### config.mk
export PLATFORM = sky130hd
export DESIGN_NAME = vec_sub_seq_flat
export DESIGN_NICKNAME = d
export VERILOG_FILES = /design/src/rtl/vec_sub_seq_if.sv /design/src/rtl/vec_sub_seq.sv /design/src/flat_wrapper.sv
export SDC_FILE = /design/constraint.sdc
export NUM_CORES = 2
export LEC_CHECK = 0
export ABC_AREA = 0
export CAP_MARGIN = 20
export CORE_ASPECT_RATIO = 1.4
export CORE_MARGIN = 4
export CORE_UTILIZATION = 61
export DETAILED_ROUTE_END_ITERATION = 12
export GPL_TIMING_DRIVEN = 0
export PLACE_DENSITY = 0.83
export SLEW_MARGIN = 30
export SYNTH_ARGS = -nofsm -noshare
export SYNTH_HDL_FRONTEND = slang
export SYNTH_SLANG_ARGS = --single-unit
export TNS_END_PERCENT = 30
### constraint.sdc
create_clock -name clk -period 77.4 [get_ports clk]
set_input_delay 7.74 -clock clk [delete_from_list [all_inputs] [get_ports clk]]
set_output_delay 7.74 -clock clk [all_outputs]
set_load 0.05 [all_outputs]
### src/rtl/vec_sub_seq_if.sv
// Handshake bundle for vec_sub_seq.
// Carries the input pair, the result vector and the busy flag.
interface vec_sub_seq_if #(
  parameter int WIDTH = 32,
  parameter int SIZE  = 4
);
  logic                  in_valid;
  logic                  in_ready;
  logic [WIDTH*SIZE-1:0] a;
  logic [WIDTH*SIZE-1:0] b;
  logic                  out_valid;
  logic                  out_ready;
  logic [WIDTH*SIZE-1:0] y;
  logic                  busy;

  modport master (
    output in_valid, a, b, out_ready,
    input  in_ready, out_valid, y, busy
  );

  modport slave (
    input  in_valid, a, b, out_ready,
    output in_ready, out_valid, y, busy
  );
endinterface

### src/rtl/vec_sub_seq.sv
// Lane-serial IEEE-754 vector subtractor: y = a - b, one lane per cycle
// through a single shared Add core (round to nearest even).
module Add #(
  parameter int EW = 8,
  parameter int MW = 23
) (
  input  logic [EW+MW:0] a,
  input  logic [EW+MW:0] b,
  output logic [EW+MW:0] y
);
  localparam int W = EW + MW + 1;
  localparam int F = MW + 1;
  localparam int X = F + 3;

  logic           a_nan, b_nan, a_inf, b_inf;
  logic           swap, sub, sx, sy, stk, up;
  logic [W-1:0]   x, yy;
  logic [EW+1:0]  ex, ey, d, e;
  logic [X-1:0]   xm, ym, ys, msk;
  logic [X:0]     s;
  logic [F:0]     r;

  always_comb begin
    a_nan = (&a[W-2:MW]) && (|a[MW-1:0]);
    b_nan = (&b[W-2:MW]) && (|b[MW-1:0]);
    a_inf = (&a[W-2:MW]) && !(|a[MW-1:0]);
    b_inf = (&b[W-2:MW]) && !(|b[MW-1:0]);
    swap  = b[W-2:0] > a[W-2:0];
    x     = swap ? b : a;
    yy    = swap ? a : b;
    sx    = x[W-1];
    sy    = yy[W-1];
    sub   = sx ^ sy;
    ex    = (x[W-2:MW] == '0) ? (EW+2)'(1) : {2'b00, x[W-2:MW]};
    ey    = (yy[W-2:MW] == '0) ? (EW+2)'(1) : {2'b00, yy[W-2:MW]};
    xm    = {|x[W-2:MW], x[MW-1:0], 3'b000};
    ym    = {|yy[W-2:MW], yy[MW-1:0], 3'b000};
    d     = ex - ey;
    // shift >= X zeroes both terms, leaving only sticky
    msk   = ~({X{1'b1}} << d);
    stk   = |(ym & msk);
    ys    = (ym >> d) | {{(X-1){1'b0}}, stk};
    s     = sub ? ({1'b0, xm} - {1'b0, ys})
                : ({1'b0, xm} + {1'b0, ys});
    e     = ex;
    if (s[X]) begin
      s = {1'b0, s[X:2], s[1] | s[0]};
      e = e + (EW+2)'(1);
    end else begin
      for (int i = 0; i < X; i++) begin
        if (!s[X-1] && e > (EW+2)'(1)) begin
          s = s << 1;
          e = e - (EW+2)'(1);
        end
      end
    end
    up = s[2] & ((|s[1:0]) | s[3]);
    r  = {1'b0, s[X-1:3]} + (F+1)'(up);
    if (r[F]) begin
      r = {1'b0, r[F:1]};
      e = e + (EW+2)'(1);
    end
    y = {sx, (r[F-1] ? e[EW-1:0] : {EW{1'b0}}), r[MW-1:0]};
    if (r[F-1] && e >= {2'b00, {EW{1'b1}}})
      y = {sx, {EW{1'b1}}, {MW{1'b0}}};
    if (r == '0)
      y = {sx & sy, {(W-1){1'b0}}};
    if (a_inf || b_inf) begin
      if (a_inf && b_inf && (a[W-1] ^ b[W-1]))
        y = {1'b0, {EW{1'b1}}, 1'b1, {(MW-1){1'b0}}};
      else
        y = a_inf ? a : b;
    end
    if (a_nan)
      y = a | {{(EW+1){1'b0}}, 1'b1, {(MW-1){1'b0}}};
    else if (b_nan)
      y = b | {{(EW+1){1'b0}}, 1'b1, {(MW-1){1'b0}}};
  end
endmodule

module vec_sub_seq #(
  parameter int WIDTH     = 32,
  parameter int SIZE      = 4,
  parameter int LANE_BITS = 2
) (
  input  logic         clk,
  input  logic         rst_n,
  vec_sub_seq_if.slave bus
);
  localparam int EW = (WIDTH == 64) ? 11 : (WIDTH == 16) ? 5 : 8;
  localparam int MW = WIDTH - 1 - EW;
  localparam logic [LANE_BITS-1:0] LAST = LANE_BITS'(SIZE - 1);

  typedef enum logic [1:0] {IDLE, RUN, DONE} state_t;

  state_t                state, state_nx;
  logic [LANE_BITS-1:0]  lane;
  logic [WIDTH*SIZE-1:0] a_reg, b_reg, y_reg;
  logic [WIDTH-1:0]      a_ln, b_ln, b_neg, sum;

  assign a_ln  = a_reg[lane*WIDTH +: WIDTH];
  assign b_ln  = b_reg[lane*WIDTH +: WIDTH];
  assign b_neg = {~b_ln[WIDTH-1], b_ln[WIDTH-2:0]};

  Add #(.EW(EW), .MW(MW)) u_add (
    .a (a_ln),
    .b (b_neg),
    .y (sum)
  );

  always_ff @(posedge clk or negedge rst_n) begin
    if (!rst_n) state <= IDLE;
    else        state <= state_nx;
  end

  always_comb begin
    state_nx = state;
    unique case (state)
      IDLE: if (bus.in_valid)  state_nx = RUN;
      RUN:  if (lane == LAST)  state_nx = DONE;
      DONE: if (bus.out_ready) state_nx = IDLE;
      default:                 state_nx = IDLE;
    endcase
  end

  always_ff @(posedge clk or negedge rst_n) begin
    if (!rst_n) begin
      lane  <= '0;
      a_reg <= '0;
      b_reg <= '0;
      y_reg <= '0;
    end else begin
      if (state == IDLE && bus.in_valid) begin
        a_reg <= bus.a;
        b_reg <= bus.b;
        lane  <= '0;
      end
      if (state == RUN) begin
        y_reg[lane*WIDTH +: WIDTH] <= sum;
        if (lane != LAST) lane <= lane + LANE_BITS'(1);
      end
    end
  end

  assign bus.in_ready  = (state == IDLE);
  assign bus.out_valid = (state == DONE);
  assign bus.busy      = (state != IDLE);
  assign bus.y         = y_reg;
endmodule

### src/flat_wrapper.sv
// flat-port wrapper written by rule: the top's interface ports become plain ports
module vec_sub_seq_flat 
#(
  parameter int WIDTH     = 32,
  parameter int SIZE      = 4,
  parameter int LANE_BITS = 2
)
  (clk, rst_n, bus_in_valid, bus_a, bus_b, bus_out_ready, bus_in_ready, bus_out_valid, bus_y, bus_busy);
  vec_sub_seq_if #(.WIDTH(WIDTH), .SIZE(SIZE)) bus_i ();
  input  logic clk;
  input  logic rst_n;
  input wire logic [$bits(bus_i.in_valid)-1:0] bus_in_valid;
  input wire logic [$bits(bus_i.a)-1:0] bus_a;
  input wire logic [$bits(bus_i.b)-1:0] bus_b;
  input wire logic [$bits(bus_i.out_ready)-1:0] bus_out_ready;
  output wire logic [$bits(bus_i.in_ready)-1:0] bus_in_ready;
  output wire logic [$bits(bus_i.out_valid)-1:0] bus_out_valid;
  output wire logic [$bits(bus_i.y)-1:0] bus_y;
  output wire logic [$bits(bus_i.busy)-1:0] bus_busy;
  assign bus_i.in_valid = bus_in_valid;
  assign bus_i.a = bus_a;
  assign bus_i.b = bus_b;
  assign bus_i.out_ready = bus_out_ready;
  assign bus_in_ready = bus_i.in_ready;
  assign bus_out_valid = bus_i.out_valid;
  assign bus_y = bus_i.y;
  assign bus_busy = bus_i.busy;
  vec_sub_seq #(.WIDTH(WIDTH), .SIZE(SIZE), .LANE_BITS(LANE_BITS)) u_core (.clk(clk), .rst_n(rst_n), .bus(bus_i));
endmodule
==> reports/qor.yml <==
crit_buf_inv: 94
die_w_um: 248
synth_cell_types: 137
synth_common_cells: "703 x nand2_1, 610 x nor2_1, 460 x a21oi_1"
dieArea_mm2: 0.0850
start_kind: "flip-flop"
area_growth_pct: 13.9
max_freq_mhz: 13.6
cp.required_ns: 77.88
syn_inst: 6224
core_area_mm2: 0.0794
synth_top_cell_by_area: "dfrtp_1"
crit_fanout: 19
grt_antenna_before_repair: 16
port_buffers: 390
ys_async_sr_fraction: 1.00
gp_congestion: 1.11
syn_avg_cell_area_um2: 7.87
dpl-instance-area_mm2: 0.0544
drt-wirelength-per-cell_um: 25.7
hold_slack_ns: 0.493
timing.rr.start: "u_core.lane[1]"
ys_warn_count: 0
crit_type: "flip-flop to flip-flop"
hold_viol_final: 0
fin_area_mm2: 0.0558
clk_pin_slew_ns: 0.08
place_hpwl_mm: 156
drive_above_1_share: 0.132
critPathTopFamily: "buffers and inverters"
slew_headroom: 0.194
clk_latency_ns: 0.61
cts_tree: "done"
cts_sinks: 388
synth_edf_count: 0
yosysTopAreaCellShare: 0.198
die_h_um: 343
dr.pass1.iters: 10
max-cap-violations: 0
hold_start: "u_core.bus.y[88]"
finalSetupViolCount: 0
htree_levels: 1
rows: 122
syn_area_mm2: 0.0490
ys_seq_area_frac: 0.198
skew_ns: 0.0263
grt_max_degree: 91
period_minus_slack_ns: 73.33
num_vias: 54149
start_util: 0.617
crit_arrival_ns: 73.80
ios: 391
grt_usage: 0.450
critPathLaunch: "u_core.lane[1]"
cts-root-buf: "clkbuf_16"
synth_ff_type: "dfrtp_1"
synth_nets: 6636
vias_per_cell: 6.99
nNetsFinal: 7079
hold_class: "flip-flop to flip-flop"
status: "finished clean"
totalWireLength_mm: 199
cpPeakStageDelay_ns: 0.74
yosysMostFrequentCell: "nand2_1"
worst_path_max_delay_cell: "fa_1"
clockBufferDepth: 3
drc_errors: 0
cts_buffers: 30
ant_nets: 0
grt_overflow: 0
pre_cts_ws_ns: -5.16
grt_pass1_vias: 53208
ys_top_cells_by_area: "dfrtp_1 20%, mux2_2 7.9%, mux2i_1 6.6%"
grt_pass1_wl_mm: 302
worstMarginPinSlew_ns: 1.20
finalCritPeriodShare: 0.947
slew_violations: 0
path_common_cell: "ha_1"
ys_ff_latch: 388
timing.critical_path.to_type: "flip-flop"
drt-initial-drc-count: 5341
fin_ws_ns: 4.07
layout by cell type, fill, tap and decap left out, types with 74 or more instances in the layout:
cell type,n
a31oi_1,79
clkbuf_1,203
ha_1,149
and2_1,79
nand4_1,74
nor3_1,154
inv_1,195
nand3_1,134
a21oi_1,459
nand2_1,701
mux2_2,343
a21o_1,77
clkdlybuf4s50_1,389
nor2_1,608
dfrtp_1,387
mux2i_1,322
o21ai_1,91
o21ai_0,369
xnor2_1,133
mux4_2,77
worst min-delay path: cells and delay by family, from the launching register on:
| kind | cells | cell delay (ns) |
|---|---|---|
| and+or+nand+nor | 1 | 0.05 |
| DFF | 1 | 0.35 |
| AOI/OAI and AO/OA | 1 | 0.06 |
layout make-up:
type / count / area (um2)
buffer: 353 / 1560
inverter: 205 / 773
clock inverter: 9 / 63.8
fill: 6510 / 23600
clock buffer: 40 / 828
multi-input combinational: 5276 / 37300
timing repair buffer: 413 / 4170
tap: 1054 / 1320
antenna: 10 / 25.0
sequential: 388 / 9710
path summary, 6_finish.rpt:
kind                                     to  slack (ns)  cells past startpoint
setup / recovery           u_core.bus.y[63]        4.07                    291
hold / removal             u_core.bus.y[88]        0.49                      2
setup reg to reg           u_core.bus.y[63]        4.07                    291
hold reg to reg            u_core.bus.y[88]        0.49                      2
max in group asynchronous  u_core.b_reg[62]       68.93                      3
min in group asynchronous  u_core.bus.y[84]        7.12                      1
through the flow:
step | utilization | instances | TNS (ns)
3_5_place_dp | 0.686 | 7675 | -596.84
4_1_cts | 0.698 | 7724 | -0.0178
6_report | 0.703 | 7748 | 0
2_1_floorplan | - | 6224 | 0
5_1_grt | 0.703 | 7740 | -0.0812
3_3_place_gp | 0.683 | 7668 | -541.76
kinds of logic (layout without fill, tap and decap cells):
logic type / Yosys count / after routing / synth area share
xor gates and xnor gates: 175 / 175 / 0.0330
other: 0 / 10 / 0
AOI/OAI and AO/OA: 1987 / 1987 / 0.283
adders and majority gates: 152 / 152 / 0.0391
DFF: 388 / 388 / 0.198
buffers and inverters: 560 / 1020 / 0.0462
muxes: 757 / 757 / 0.184
and+or+nand+nor: 2205 / 2205 / 0.217
routing by layer:
layer | up-vias | routed length [um] | GRT usage
met5 | - | 56 | 0
met2 | 3056 | 94700 | 0.774
met4 | 8 | 20900 | 0.378
met1 | 25594 | 67000 | 0.450
li1 | 24421 | - | -
met3 | 1070 | 16700 | 0.118
timing repair:
action                                  in CTS  in global routing
buffers inserted                             0                 15
endpoints found under the setup margin     128                128
resized for setup                           33                 97
hold buffers                                 0                  0
pin swaps                                    0                  6
hold endpoints to repair                     0                  0
Power is not shown: default switching activity piles up to over one toggle a cycle in this logic, so the estimate is an artifact.
